--- src/rtl/sgmii_phy_init_ctrl.sv ---
// SGMII transceiver bring-up controller.
// Sequences PLL lock, TX/RX reset, reset-done and comma alignment, and
// monitors the link once up. Failures restart the sequence from RESET
// and are tallied in a saturating retry counter.
module sgmii_phy_init_ctrl #(
    parameter int LOCK_TIMEOUT = 1250000,
    parameter int RESET_CYCLES = 16,
    parameter int SYNC_COMMAS  = 4,
    parameter int ERR_THRESH   = 8
) (
    input  logic       clk_125,
    input  logic       mgt_reset,
    input  logic       sgmii_pll_locked,
    input  logic       sgmii_resetdone,
    input  logic       sgmii_rxiscomma,
    input  logic       sgmii_rxnotintable,
    input  logic       sgmii_rxdisperr,
    input  logic [2:0] sgmii_rxbufstatus,
    input  logic       sgmii_elecidle,
    output logic       sgmii_txreset,
    output logic       sgmii_rxreset,
    output logic       sgmii_encommaalign,
    output logic       link_up,
    output logic [2:0] state,
    output logic [7:0] retry_count
);

    localparam int CCW = ($clog2(SYNC_COMMAS + 1) > 3) ? $clog2(SYNC_COMMAS + 1) : 3;
    localparam int ECW = ($clog2(ERR_THRESH + 1) > 3) ? $clog2(ERR_THRESH + 1) : 3;

    typedef enum logic [2:0] {
        ST_RESET      = 3'd0,
        ST_WAIT_LOCK  = 3'd1,
        ST_ASSERT_RST = 3'd2,
        ST_WAIT_DONE  = 3'd3,
        ST_ALIGN      = 3'd4,
        ST_LINK_UP    = 3'd5
    } state_t;

    state_t           state_q;
    state_t           state_d;
    logic             lock_m;
    logic             lock_s;
    logic             idle_m;
    logic             idle_s;
    logic [23:0]      timer_q;
    logic [CCW-1:0]   comma_cnt_q;
    logic [CCW-1:0]   comma_cnt_d;
    logic [ECW-1:0]   err_cnt_q;
    logic [ECW-1:0]   err_cnt_d;
    logic             fail;
    logic             rx_err;
    logic             clean_comma;
    logic             timed_out;
    logic             unused_bufstatus;

    // Only the over/underflow flag of the elastic buffer status matters here.
    assign unused_bufstatus = ^sgmii_rxbufstatus[1:0];

    assign state = state_q;

    // Two-flop synchronizers for the inputs that are asynchronous to clk_125.
    always_ff @(posedge clk_125 or posedge mgt_reset) begin
        if (mgt_reset) begin
            lock_m <= 1'b0;
            lock_s <= 1'b0;
            idle_m <= 1'b0;
            idle_s <= 1'b0;
        end else begin
            lock_m <= sgmii_pll_locked;
            lock_s <= lock_m;
            idle_m <= sgmii_elecidle;
            idle_s <= idle_m;
        end
    end

    // Next-state, failure detection and counter updates.
    always_comb begin
        rx_err      = sgmii_rxnotintable | sgmii_rxdisperr;
        clean_comma = sgmii_rxiscomma & ~rx_err;
        timed_out   = (timer_q == 24'(LOCK_TIMEOUT - 1));
        state_d     = state_q;
        fail        = 1'b0;
        comma_cnt_d = comma_cnt_q;
        err_cnt_d   = err_cnt_q;

        case (state_q)
            ST_RESET: begin
                state_d = ST_WAIT_LOCK;
            end
            ST_WAIT_LOCK: begin
                if (lock_s)
                    state_d = ST_ASSERT_RST;
                else if (timed_out)
                    fail = 1'b1;
            end
            ST_ASSERT_RST: begin
                if (!lock_s)
                    fail = 1'b1;
                else if (timer_q == 24'(RESET_CYCLES - 1))
                    state_d = ST_WAIT_DONE;
            end
            ST_WAIT_DONE: begin
                if (!lock_s)
                    fail = 1'b1;
                else if (sgmii_resetdone)
                    state_d = ST_ALIGN;
                else if (timed_out)
                    fail = 1'b1;
            end
            ST_ALIGN: begin
                if (rx_err || idle_s)
                    comma_cnt_d = '0;
                else if (clean_comma)
                    comma_cnt_d = comma_cnt_q + CCW'(1);

                if (!lock_s)
                    fail = 1'b1;
                else if (comma_cnt_d == CCW'(SYNC_COMMAS))
                    state_d = ST_LINK_UP;
                else if (timed_out)
                    fail = 1'b1;
            end
            ST_LINK_UP: begin
                if (rx_err)
                    err_cnt_d = err_cnt_q + ECW'(1);
                else
                    err_cnt_d = '0;

                if (!lock_s)
                    fail = 1'b1;
                else if (sgmii_rxbufstatus[2])
                    fail = 1'b1;
                else if (err_cnt_d == ECW'(ERR_THRESH))
                    state_d = ST_ALIGN;
                else if (idle_s)
                    state_d = ST_ALIGN;
            end
            default: begin
                state_d = ST_RESET;
            end
        endcase

        if (fail)
            state_d = ST_RESET;

        // Counters restart on every state change, which covers each entry to ALIGN.
        if (state_d != state_q) begin
            comma_cnt_d = '0;
            err_cnt_d   = '0;
        end
    end

    // State, timer, counters and registered outputs (outputs decoded from the next state).
    always_ff @(posedge clk_125 or posedge mgt_reset) begin
        if (mgt_reset) begin
            state_q            <= ST_RESET;
            timer_q            <= '0;
            comma_cnt_q        <= '0;
            err_cnt_q          <= '0;
            retry_count        <= '0;
            sgmii_txreset      <= 1'b1;
            sgmii_rxreset      <= 1'b1;
            sgmii_encommaalign <= 1'b0;
            link_up            <= 1'b0;
        end else begin
            state_q     <= state_d;
            timer_q     <= (state_d != state_q) ? '0 : timer_q + 24'd1;
            comma_cnt_q <= comma_cnt_d;
            err_cnt_q   <= err_cnt_d;
            if (fail && (retry_count != '1))
                retry_count <= retry_count + 8'd1;
            sgmii_txreset      <= (state_d inside {ST_RESET, ST_WAIT_LOCK, ST_ASSERT_RST});
            sgmii_rxreset      <= (state_d inside {ST_RESET, ST_WAIT_LOCK, ST_ASSERT_RST});
            sgmii_encommaalign <= (state_d == ST_ALIGN);
            link_up            <= (state_d == ST_LINK_UP);
        end
    end

endmodule
--- config.mk ---
export PLATFORM = sky130hd
export DESIGN_NAME = sgmii_phy_init_ctrl
export DESIGN_NICKNAME = d
export VERILOG_FILES = /design/src/rtl/sgmii_phy_init_ctrl.sv
export SDC_FILE = /design/constraint.sdc
export NUM_CORES = 1
export LEC_CHECK = 0
export ABC_CLOCK_PERIOD_IN_PS = 2870
export BUFFER_PORTS_ARGS = -buffer_cell sky130_fd_sc_hd__buf_2
export CELL_PAD_IN_SITES_DETAIL_PLACEMENT = 0
export CELL_PAD_IN_SITES_GLOBAL_PLACEMENT = 2
export CORE_MARGIN = 4
export CORE_UTILIZATION = 38
export DETAILED_ROUTE_END_ITERATION = 10
export PLACE_DENSITY = 0.9
export SYNTH_ARGS = -nofsm -noshare
export SYNTH_HDL_FRONTEND = slang
export SYNTH_SLANG_ARGS = --single-unit
--- constraint.sdc ---
create_clock -name clk_125 -period 2.87 [get_ports clk_125]
set_clock_uncertainty 0.05 [all_clocks]
set_input_delay 0.861 -clock clk_125 [delete_from_list [all_inputs] [get_ports clk_125]]
set_output_delay 0.861 -clock clk_125 [all_outputs]
set_load 0.01 [all_outputs]
# ---- After elaboration in Yosys (flattened, before gate mapping)
# Index checks and enable logic that the tools add are counted.
dict set report totals {
  regBits 49
  inputBits 11
  out_inout_bits 15
}
dict set report classes {
  n_addsub 4
  eq_ne 15
  n_mux 33
  bitwise 3
  reduce_logical 7
}
# operator count
set ops {}
lappend ops {{$mux 3} 17}
lappend ops {{$add 24x1->24 const B} 1}
lappend ops {{$eq 24x21->1 const B} 1}
lappend ops {{$eq 24x4->1 const B} 1}
lappend ops {{$mux 24} 1}
lappend ops {{$pmux 3 s6} 1}
lappend ops {{$mux 4} 4}
lappend ops {{$eq 3x3->1 const B} 5}
lappend ops {{$eq 3x2->1 const B} 3}
lappend ops {{$mux 1} 9}
lappend ops {{$add 8x1->8 const B} 1}
lappend ops {{$ne 8x8->1 const B} 1}
lappend ops {{$eq 3x1->1 const B} 2}
lappend ops {{$logic_not 3->1} 2}
lappend ops {{$pmux 1 s5} 1}
lappend ops {{$add 4x1->4 const B} 1}
lappend ops {{$eq 4x4->1 const B} 1}
lappend ops {{$reduce_bool 2->1} 2}
lappend ops {{$add 3x1->3 const B} 1}
lappend ops {{$ne 3x3->1} 1}
lappend ops {{$reduce_bool 3->1} 1}
lappend ops {{$and 1x1->1} 1}
lappend ops {{$logic_and 1x1->1} 1}
lappend ops {{$logic_or 1x1->1} 1}
lappend ops {{2 further kinds} 2}

# ---- Depth between registers and ports, before layout
# Gate-level depths: netlist (run 1).
dict set report depth {
  ltp_word 13
  mapped_depth 9
  depth_no_buf 8
}

# ---- Worst setup path after synthesis (run 1)
# Ideal clock, no wire load.
dict set report synth_timing {
  path_kind {in2reg}
  startpoint {input sgmii_rxdisperr}
  endpoint {register timer_q[10]}
  t_arrival_ns 2.396
  required_time_ns 2.692
  setup_slack_ns 0.295
  stages 8
  path_buffers 1
  path_cell_list {nor3_1 > nand3_1 > o21a_1 > o221a_2 > a211oi_2 > a211o_1 > buf_6 > a21oi_2}
}
dict set report synth_via {
  elab_chain_len 13
}
# item line_no
set synth_lines {}
lappend synth_lines {{start, declared} 17} ;# input logic sgmii_rxdisperr,
lappend synth_lines {{$or 1x1->1 (*)} 79} ;# rx_err = sgmii_rxnotintable | sgmii_rxdisperr;
lappend synth_lines {{$not 1->1} 80} ;# clean_comma = sgmii_rxiscomma & ~rx_err;
lappend synth_lines {{$and 1x1->1} 80}
lappend synth_lines {{$mux 3} 114} ;# else if (clean_comma)
lappend synth_lines {{$mux 3} 112} ;# if (rx_err || idle_s)
lappend synth_lines {{$mux 3} 87} ;# case (state_q)
lappend synth_lines {{$eq 3x3->1} 119} ;# else if (comma_cnt_d == CCW'(SYNC_COMMAS))
lappend synth_lines {{$mux 3 / $mux 1 (equally long branches)} 119}
lappend synth_lines {{$mux 3 / $mux 1 (equally long branches)} 117} ;# if (!lock_s)
lappend synth_lines {{$pmux 3 s6 / $pmux 1 s5 (equally long branches)} 87}
lappend synth_lines {{$mux 3 (*)} 144} ;# if (fail)
lappend synth_lines {{$ne 3x3->1 (*)} 168} ;# timer_q <= (state_d != state_q) ? '0 : timer_q + 24'd1;
lappend synth_lines {{$mux 24 (*)} 168}
lappend synth_lines {{end signal, assigned} 168}
lappend synth_lines {{end, declared} 46} ;# logic [23:0] timer_q;
# Every way passes the cells marked *; elsewhere a longest branch is shown, timed or not. The select of a mux whose other input is x is not followed.
# A chain may end at the register's enable or synchronous reset.

# ---- Worst setup path after layout (run 1)
dict set report layout_timing {
  startpoint {register timer_q[0]}
  endpoint {register retry_count[1]}
}
dict set report layout_via {
  elab_chain_len 6
}
# item line_no
set layout_lines {}
lappend layout_lines {{$eq 24x21->1 (*)} 81} ;# timed_out = (timer_q == 24'(LOCK_TIMEOUT - 1));
lappend layout_lines {{$mux 1 (*)} {94, 108, 121}}
lappend layout_lines {{$mux 1 (on tied branches)} {119, 106}}
lappend layout_lines {{$mux 1 (on tied branches)} {117, 104}}
lappend layout_lines {{$pmux 1 s5 (*)} 87}
lappend layout_lines {{$logic_and 1x1->1 (*)} 171} ;# if (fail && (retry_count != '1))
lappend layout_lines {{end signal, assigned} 172} ;# retry_count <= retry_count + 8'd1;
lappend layout_lines {{end, declared} 25} ;# output logic [7:0] retry_count
# Every way passes the cells marked *; elsewhere a longest branch is shown, timed or not.

==> summary.md, run 1 <==
| Metric | Value |
|---|---|
| CTS tree | `built` |
| Total of max-cap violations | `0` |
| Crit-path max FO | `8` |
| Top_reg_cell synth | `dfrtp_1` |
| Total track usage | `0.138` |
| Synth warnings | `0` |
| Post-DP HPWL | `approximately 4 mm` |
| Crit end category | `flop` |
| PortBufs | `23` |
| Core Box Area | `0.00691 mm2` |
| Drt drc | `0` |
| Slowest stage delay, CP | `~400 ps` |
| Overall power | `roughly 2.5 mW` |
| Routed Antenna Nets | `0` |
| Area of the mapped netlist | `0.00275 mm2` |
| CTS Buffer Depth | `2` |
| Leading area contributor after synthesis | `dfrtp_1` |
| Crit path time final | `about 2600 ps` |
| Critical path required time | `approximately 3000 ps` |
| GP Congestion | `about 0.80` |
| Crit path max-delay family | `simple AND/OR/NAND/NOR gates` |
| Setup Buffers After CTS | `0` |
| Asr flop ratio synth | `1.00` |
| Final net count | `approximately 320` |
| Slew of the pin with the lowest slew margin | `approximately 490 ps` |
| Critical path arrival | `~2800 ps` |
| Cts hold-fix bufs | `0` |
| Drt initial violations | `74` |
| Vias in the first global route | `2104` |
| WL final | `~5.5 mm` |
| Critical-path cell list | `ha_1 > and3_1 > nand4_1 > nor3_4 > o221ai_1 > buf_4 > a21oi_2 > mux2_2` |
| Cell variety after synth | `49` |
| Clk root buf | `clkbuf_8` |
| Slew headroom | `0.675` |
| Layout cells sized above 1 | `0.284` |
| HP Class | `reg -> reg` |
| Post-Syn Instances | `~270` |
| Worst path bufs/invs | `1` |
| Clk Latency, worst-skew pair | `300 ps` |
| Post-Synthesis Net Count | `between 200 and 300` |
| P&R area growth vs syn | `16.3%` |
| Final Hold Vio Count | `0` |
| Yosys reg bits | `49` |
| Maximum vdd ir drop | `~380 uV` |
| Reg2Reg Setup Slack | `250 ps` |
| Critical Path Source Type | `flop` |
| CTS Sinks | `around 50` |
| Initial core utilization | `0.397` |
| DIE AREA | `0.00865 mm2` |
| WS Path Type | `reg -> reg` |
| Overflow after GRT | `0` |
| Htree depth | `2` |
| Final count of negative-setup-slack endpoints | `0` |
| Worst path slowest cell | `dfrtp_1` |
| Critical Path Stages | `8` |
| TritonCTS buffer count | `5` |
| FF-to-FF Start | `timer_q[0]$_DFF_PP0_` |
| Fmax | `382 MHz` |
| Status | `finished clean` |
| Placed cell area | `slightly above 0.003 mm2` |
| Power per cell area | `just under 800 mW/mm2` |
| Largest net degree at the start of global routing | `50` |
| Final instance area | `0.00319 mm2` |
| Worst setup endpoint | `retry_count[1]$_DFFE_PP0P_` |
| Per-cell routed wire length | `around 14 um` |
| Initial DRT Pass Iterations | `4` |
| R2R depth | `8` |
| Vias per cell | `just over 5` |
| Ant. Diodes | `0` |
| Die height | `roughly 93 um` |
| Fin. max-slew vios | `0` |
| Initial antenna violation count | `0` |
| Pleak | `1.36 nW` |
| Reg clk slew, reported paths | `roughly 90 ps` |
| Placed cell count | `about 390` |
| RSZ-0062 raised after global routing | `false` |
| Final worst path period share | `0.911` |
| Die width | `between 90 and 100 um` |
| Syn avg cell area | `10.2 um2` |
| Final std cells w/o fill | `~400` |
| Sequential share of the synthesized area | `0.447` |
| Via count | `a little over 2000` |
| Area fraction of the dominant cell type after synthesis | `0.438` |
| Post-CTS sizing | `0` |
| Critical path launch point | `timer_q[0]$_DFF_PP0_` |
| Post-synth EDFFs | `0` |
| Reg-to-reg endpoint | `retry_count[1]$_DFFE_PP0P_` |
| First-pass GRT wire length | `between 9 and 10 mm` |
| # IOs | `26` |
| Cell Rows | `30` |
| Synth area leaders | `dfrtp_1 44%, a21oi_2 9.6%, xor2_1 6.1%` |
| Hold Crit Start | `lock_m$_DFF_PP0_` |
==> worst register-to-register path, cell delays in order, from the launching register on <==
cell	delay, ps
dfrtp_1	410
ha_1	260
and3_1	230
nand4_1	190
nor3_4	290
o221ai_1	180
buf_4	180
a21oi_2	330
mux2_2	390
==> metrics by stage <==
stage | utilization | setup WS [ps] | hold slack (ps) | setup TNS, ps
2_1_floorplan | - | 295 | 281 | 0
3_3_place_gp | 0.443 | -41.2 | 284 | -1060
3_5_place_dp | 0.443 | -7.32 | 285 | -34.8
4_1_cts | 0.462 | 219 | 303 | 0
5_1_grt | 0.462 | 37.1 | 310 | 0
6_report | 0.462 | 254 | 301 | 0
==> state kept, by name (all words and copies together), names as in the netlist <==
name and flops:
link_up 1, state 3, idle_m 1, sgmii_encommaalign 1
timer_q 24, idle_s 1, retry_count 8, comma_cnt_q 3
sgmii_rxreset 1, lock_m 1, err_cnt_q 4, lock_s 1
==> cell type report <==
cell class	instances	area [um2]
Fill cell	698	3710
Multi-Input combinational cell	202	1420
Sequential cell	49	1230
Timing Repair Buffer	38	265
Tap cell	96	120
Clock buffer	5	68.8
Clock inverter	3	65.1
Inverter	6	22.5
==> how the worst min path moves through the flow <==
stage	end	slack, ps	cells after the start
6_report	lock_s$_DFF_PP0_	300	0
2_1_floorplan	idle_s$_DFF_PP0_	280	0
3_3_place_gp	idle_s$_DFF_PP0_	280	0
3_5_place_dp	lock_s$_DFF_PP0_	280	0
4_1_cts	lock_s$_DFF_PP0_	300	0
5_1_grt	idle_s$_DFF_PP0_	310	0
==> placed cells by master, fill, tap and decap left out, types with 6 or more instances in the layout <==
cell,instances
dfrtp_1,48
a21oi_2,30
buf_2,23
xor2_1,19
nand2_1,18
and3_1,15
xnor2_1,14
nand3_1,13
a21oi_1,12
buf_4,12
nor2_1,11
nand4_1,9
nor3_1,6
==> cells in the mapped netlist, types with 2 or more instances <==
| cell | instances |
|---|---|
| o41ai_1 | 3 |
| nand2b_1 | 2 |
| nor3b_1 | 2 |
| nor2_1 | 11 |
| nor2b_1 | 2 |
| nor4_1 | 4 |
| and2_1 | 5 |
| clkbuf_1 | 3 |
| nand2_1 | 18 |
| o21ai_0 | 4 |
| buf_6 | 3 |
| a31oi_1 | 2 |
| a21oi_1 | 12 |
| xnor2_1 | 14 |
| dfrtp_1 | 48 |
| ha_1 | 5 |
| nor3_1 | 6 |
| and3_1 | 15 |
| o2bb2ai_1 | 2 |
| a21oi_2 | 30 |
| o21a_1 | 2 |
| buf_2 | 5 |
| inv_1 | 6 |
| nand4_1 | 9 |
| nand3_1 | 14 |
| xor2_1 | 19 |
==> per-layer routing <==
layer,up-vias,wire length (um),GRT usage
li1,1036,-,-
met1,1002,2610,0.183
met2,30,2700,0.235
met3,2,177,0.0274
met4,0,27,0.0293
met5,-,0,0
==> cell families after synthesis <==
logic type	Yosys count	share of synthesized area
multiplexers	2	0.00775
AND/OR/NAND/NOR	96	0.194
buffers and inverters	18	0.0365
XOR/XNOR	33	0.105
AO/OA/AOI/OAI	66	0.186
flip-flops	49	0.447
adder cells (fa/ha/maj)	5	0.0228
==> power breakdown <==
group	internal [mW]	switching, mW	total [mW]	leakage [nW]
clock network	0.346	0.232	0.578	0.0681
registers	0.767	0.0638	0.831	0.660
logic	0.418	0.695	1.11	0.637
total	1.53	0.991	2.52	1.36
Power figures use the tool's default switching activity.
==> run 2, diff against run 1 <==
Settings changed: CORE_ASPECT_RATIO set to 1.4.
==> summary.md, run 2 (same netlist as run 1, synthesis figures left out) <==
| Metric | Value |
|---|---|
| Cell Rows | `36 (+20%)` |
| Pleak | `1.36 nW (-0.56%)` |
| Per-cell routed wire length | `14.2 um (+2.9%)` |
| P&R area growth vs syn | `15.0%` |
| Die height | `109 um (+17%)` |
| Slew of the pin with the lowest slew margin | `617 ps (+131 ps)` |
| GP Congestion | `0.814 (+1.2%)` |
| Initial core utilization | `0.393 (-0.00427)` |
| HP Class | `reg -> reg` |
| Vias in the first global route | `2132 (+1.3%)` |
| Setup Buffers After CTS | `0 (unchanged)` |
| # IOs | `26 (unchanged)` |
| Most common cell after layout, fill and taps aside | `dfrtp_1` |
| Fillcell total | `707 (+1.3%)` |
| First-pass GRT wire length | `9.88 mm (+0.98%)` |
| Max reg flops | `24 (unchanged)` |
| Htree depth | `2 (unchanged)` |
| Fmax | `384 MHz (+0.51%)` |
| CTS tree | `built` |
| Crit-path max FO | `8 (unchanged)` |
| Final worst slack | `268 ps (+13.2 ps)` |
| Core Box Area | `0.00698 mm2 (+1.1%)` |
| DIE AREA | `0.00867 mm2 (+0.22%)` |
| Critical path required time | `3010 ps (about the same)` |
| Total track usage | `0.145 (+0.00627)` |
| CTS Buffer Depth | `2 (unchanged)` |
| Post-DP HPWL | `4.09 mm (+4.3%)` |
| WL final | `5.72 mm (+3.7%)` |
| Layout cells sized above 1 | `0.290 (+0.00607)` |
| Final net count | `322 (+1.3%)` |
| Crit end category | `flop` |
| Maximum vdd ir drop | `323 uV (-14%)` |
| TritonCTS buffer count | `5 (unchanged)` |
| Worst hold slack | `305 ps (+4.56 ps)` |
| Multi-input logic area | `0.00142 mm2 (unchanged)` |
| Largest net degree at the start of global routing | `50 (unchanged)` |
| Top Registers | `timer_q x24, retry_count x8, err_cnt_q x4` |
| Routed Antenna Nets | `0 (unchanged)` |
| Initial antenna violation count | `0 (unchanged)` |
| Initial DRT Pass Iterations | `4 (unchanged)` |
| Reg area | `0.00123 mm2 (unchanged)` |
| Cts hold-fix bufs | `0 (unchanged)` |
| Critical Path Source Type | `flop` |
| Vias per cell | `5.20 (+0.31%)` |
| Setup WS pre-CTS | `-21.4 ps (-14.1 ps)` |
| Drt drc | `0 (unchanged)` |
| Post-CTS sizing | `0 (unchanged)` |
| Power per cell area | `744 mW/mm2 (-5.8%)` |
| Clk Latency, worst-skew pair | `300 ps (about the same)` |
| Via count | `2092 (+1.1%)` |
| PortBufs | `23 (unchanged)` |
| Reg clk slew, reported paths | `90 ps (about the same)` |
| Clk root buf | `clkbuf_8` |
| Status | `finished clean` |
| Final worst path period share | `0.907 (-0.00459)` |
| CTS Sinks | `49 (unchanged)` |
| Ant. Diodes | `0 (unchanged)` |
| Largest Register | `timer_q` |
| Placed cell count | `394 (+0.77%)` |
| Fin. max-slew vios | `0 (unchanged)` |
| Final std cells w/o fill | `402 (+0.75%)` |
| Slew headroom | `0.589 (-0.0860)` |
| RSZ-0062 raised after global routing | `false` |
| Die width | `79.8 um (-14%)` |
| Overflow after GRT | `0 (unchanged)` |
| Total of max-cap violations | `0 (unchanged)` |
| Crit path time final | `2600 ps (-13.2 ps)` |
| Most frequent cells in the layout | `48 x dfrtp_1, 30 x a21oi_2, 23 x buf_2` |
| WS Path Type | `reg -> reg` |
| Final core occ | `0.452 (-0.00999)` |
| Final Hold Vio Count | `0 (unchanged)` |
| Drt initial violations | `78 (+5.4%)` |
| Critical path arrival | `2740 ps (about the same)` |
| Final count of negative-setup-slack endpoints | `0 (unchanged)` |
## run 2: report_power, final
group / total, mW / switching (mW) / internal [mW]
Combinational: 1.12 / 0.694 / 0.427
Sequential: 0.833 / 0.0657 / 0.767
Clock: 0.396 / 0.226 / 0.169
Total: 2.35 / 0.986 / 1.36
## run 2: path summary, 6_finish.rpt
| path | start | to | slack, ps | cells after the start |
|---|---|---|---|---|
| setup / recovery | timer_q[0]$_DFF_PP0_ | retry_count[1]$_DFFE_PP0P_ | 270 | 8 |
| hold / removal | lock_m$_DFF_PP0_ | lock_s$_DFF_PP0_ | 310 | 0 |
| setup reg to reg | timer_q[0]$_DFF_PP0_ | retry_count[1]$_DFFE_PP0P_ | 270 | 8 |
| hold reg to reg | lock_m$_DFF_PP0_ | lock_s$_DFF_PP0_ | 310 | 0 |
| max in group asynchronous | mgt_reset | timer_q[4]$_DFF_PP0_ | 1700 | 3 |
| min in group asynchronous | mgt_reset | retry_count[0]$_DFFE_PP0P_ | 660 | 3 |
## run 2: routing by layer
layer / vias up / part of all wire / global-route usage
met5: - / 0 / 0
met4: 0 / 0.019 / 0.0580
met3: 7 / 0.017 / 0.0250
met2: 13 / 0.55 / 0.260
met1: 1030 / 0.42 / 0.168
li1: 1042 / - / -
## run 2: through the flow
stage	area, um2	TNS, ps	power [mW]
2_1_floorplan	2750	0	1.62
3_3_place_gp	3070	-361	1.96
5_1_grt	3160	0	2.52
6_report	3160	0	2.35
3_5_place_dp	3070	-193	1.97
4_1_cts	3160	0	2.38
## run 2: area by class of cell
type	instances	share of cell area
sequential	49	0.389
inverter	6	0.00713
clock buffer	6	0.0230
clock inverter	2	0.00317
multi-input combinational	202	0.451
tap	95	0.0377
timing repair buffer	42	0.0896
## run 2: worst max-delay path, cell delays in order, from the launching register on
cell and delay [ps]:
dfrtp_1 400, ha_1 260, and3_1 220, nand4_1 210, nor3_4 300, o221ai_1 170
buf_4 170, a21oi_2 330, mux2_2 380
==> run 3, diff against run 2 <==
Settings changed: REMOVE_ABC_BUFFERS set to 1.
==> summary.md, run 3 (same netlist as run 1, synthesis figures left out) <==
| Metric | Value |
|---|---|
| Status | `finished clean` |
| Vias per cell | `5.22 (+0.30%)` |
| WS Path Type | `reg -> reg` |
| Hold EP | `idle_s$_DFF_PP0_` |
| Initial DRT Pass Iterations | `4 (unchanged)` |
| Total of max-cap violations | `0 (unchanged)` |
| Pleak | `1.36 nW (+0.36%)` |
| Most common cell after layout, fill and taps aside | `dfrtp_1` |
| Final Hold Vio Count | `0 (unchanged)` |
| Logic pwr share | `0.468 (-0.009)` |
| Reg clk slew, reported paths | `90 ps (about the same)` |
| Most frequent cells in the layout | `48 x dfrtp_1, 30 x a21oi_2, 23 x buf_2` |
| RSZ-0062 raised after global routing | `false` |
| Vias in the first global route | `2064 (-3.2%)` |
| Critical Path Stages | `8 (unchanged)` |
| Max reg flops | `24 (unchanged)` |
| P&R area growth vs syn | `15.4%` |
| Overflow after GRT | `0 (unchanged)` |
| Die height | `109 um (unchanged)` |
| Worst hold slack | `305 ps (-0.693 ps)` |
| Critical-path cell list | `ha_1 > and3_1 > nand4_1 > nor3_4 > o221ai_1 > buf_4 > a21oi_2 > mux2_2` |
| Critical path required time | `3010 ps (about the same)` |
| R2R depth | `8 (unchanged)` |
| Critical Path Source Type | `flop` |
| DIE AREA | `0.00867 mm2 (unchanged)` |
| Clk pwr share | `0.184 (+0.016)` |
| Ant. Diodes | `0 (unchanged)` |
| CTS Sinks | `49 (unchanged)` |
| Final core occ | `0.454 (+0.00161)` |
| Sw frac | `0.406 (-0.0139)` |
| Via count | `2093 (+0.048%)` |
| Final count of negative-setup-slack endpoints | `0 (unchanged)` |
| Final worst slack | `281 ps (+13.4 ps)` |
| Final net count | `321 (-0.31%)` |
| PortBufs | `23 (unchanged)` |
| Hold Crit Start | `idle_m$_DFF_PP0_` |
| Fmax | `386 MHz (+0.52%)` |
| Placed cell area | `0.00307 mm2 (-0.24%)` |
| Drt drc | `0 (unchanged)` |
| Cell Rows | `36 (unchanged)` |
| Critical path arrival | `2730 ps (about the same)` |
| Fin. max-slew vios | `0 (unchanged)` |
| Post-CTS sizing | `0 (unchanged)` |
| Cts hold-fix bufs | `0 (unchanged)` |
| First-pass GRT wire length | `9.61 mm (-2.7%)` |
| Crit path max-delay family | `simple AND/OR/NAND/NOR gates` |
| Overall power | `2.39 mW (+1.9%)` |
| CTS Buffer Depth | `2 (unchanged)` |
| HP Class | `reg -> reg` |
| # IOs | `26 (unchanged)` |
| Clk Latency, worst-skew pair | `300 ps (about the same)` |
| Worst hold stages | `0 (unchanged)` |
| Part of the power in registers | `0.348 (-0.007)` |
| Initial core utilization | `0.393 (unchanged)` |
| Power per cell area | `756 mW/mm2 (+1.5%)` |
| Slowest stage delay, CP | `410 ps (about the same)` |
| Final worst path period share | `0.902 (-0.00467)` |
| Slew headroom | `0.593 (+0.00407)` |
| Final instance area | `0.00317 mm2 (+0.36%)` |
| Multi-input logic area | `0.00142 mm2 (unchanged)` |
| Initial antenna violation count | `0 (unchanged)` |
| Sw power | `0.971 mW (-1.5%)` |
| Layout cells sized above 1 | `0.291 (+0.000947)` |
| Clk root buf | `clkbuf_8` |
| Slew of the pin with the lowest slew margin | `611 ps (-6.10 ps)` |
| Reg area | `0.00123 mm2 (unchanged)` |
| CTS tree | `built` |
| Crit path time final | `2590 ps (-13.4 ps)` |
| Worst path slowest cell | `dfrtp_1` |
| Post-DP HPWL | `4.00 mm (-2.2%)` |
| FF-to-FF Start | `timer_q[0]$_DFF_PP0_` |
| Largest Register | `timer_q` |
| Total track usage | `0.140 (-0.00484)` |
| Internal | `1.42 mW (+4.3%)` |
| Worst path bufs/invs | `1 (unchanged)` |
| Maximum vdd ir drop | `487 uV (+51%)` |
| Drt initial violations | `33 (-58%)` |
| GP Congestion | `0.809 (-0.64%)` |
| Routed Antenna Nets | `0 (unchanged)` |
| Setup WS pre-CTS | `-19.3 ps (+2.08 ps)` |
| Die width | `79.8 um (unchanged)` |
| Crit end category | `flop` |
| TritonCTS buffer count | `5 (unchanged)` |
| Core Box Area | `0.00698 mm2 (unchanged)` |
| Per-cell routed wire length | `13.8 um (-2.8%)` |
| Top Registers | `timer_q x24, retry_count x8, err_cnt_q x4` |
| Fillcell total | `698 (-1.3%)` |
| Setup Buffers After CTS | `0 (unchanged)` |
| Crit-path max FO | `8 (unchanged)` |
| Largest net degree at the start of global routing | `50 (unchanged)` |
| Htree depth | `2 (unchanged)` |
| WL final | `5.54 mm (-3.1%)` |
| Reg-to-reg endpoint | `retry_count[1]$_DFFE_PP0P_` |
| Reg2Reg Setup Slack | `280 ps (about the same)` |
[run 3: final cells by class]
cell class | count | share of cell area
Tap cell | 95 | 0.0375
Sequential cell | 49 | 0.387
Timing Repair Buffer | 41 | 0.0869
Multi-Input combinational cell | 202 | 0.449
Inverter | 6 | 0.00711
Clock buffer | 7 | 0.0304
Clock inverter | 1 | 0.00158
[run 3: power by group through the flow]
stage | clock network [mW] | logic, mW | registers [mW]
after CTS | 0.461 | 1.13 | 0.835
after detailed placement | 0 | 1.13 | 0.849
after global routing | 0.493 | 1.22 | 0.849
final | 0.439 | 1.12 | 0.834
after global placement | 0 | 1.13 | 0.846
after floorplan | 0 | 0.598 | 0.900
[run 3: worst max-delay path by stage]
| stage | to | startpoint |
|---|---|---|
| final | retry_count[1]$_DFFE_PP0P_ | timer_q[0]$_DFF_PP0_ |
| after global routing | retry_count[1]$_DFFE_PP0P_ | timer_q[0]$_DFF_PP0_ |
| after CTS | retry_count[1]$_DFFE_PP0P_ | timer_q[0]$_DFF_PP0_ |
| after detailed placement | timer_q[8]$_DFF_PP0_ | sgmii_rxdisperr |
| after global placement | timer_q[19]$_DFF_PP0_ | sgmii_rxdisperr |
| after floorplan | comma_cnt_q[0]$_DFFE_PP0P_ | sgmii_rxdisperr |
[run 3: per-stage QoR]
step	TNS (ps)	instances
after floorplan	-16900	257
after global placement	-182	393
after detailed placement	-244	393
after CTS	0	401
after global routing	0	401
final	0	401
[run 3: layer usage]
| metal | vias up | part of all wire | global-route usage |
|---|---|---|---|
| li1 | 1043 | - | - |
| met1 | 1032 | 0.42 | 0.168 |
| met2 | 13 | 0.54 | 0.249 |
| met3 | 5 | 0.022 | 0.0242 |
| met4 | 0 | 0.015 | 0.0495 |
| met5 | - | 0 | 0 |
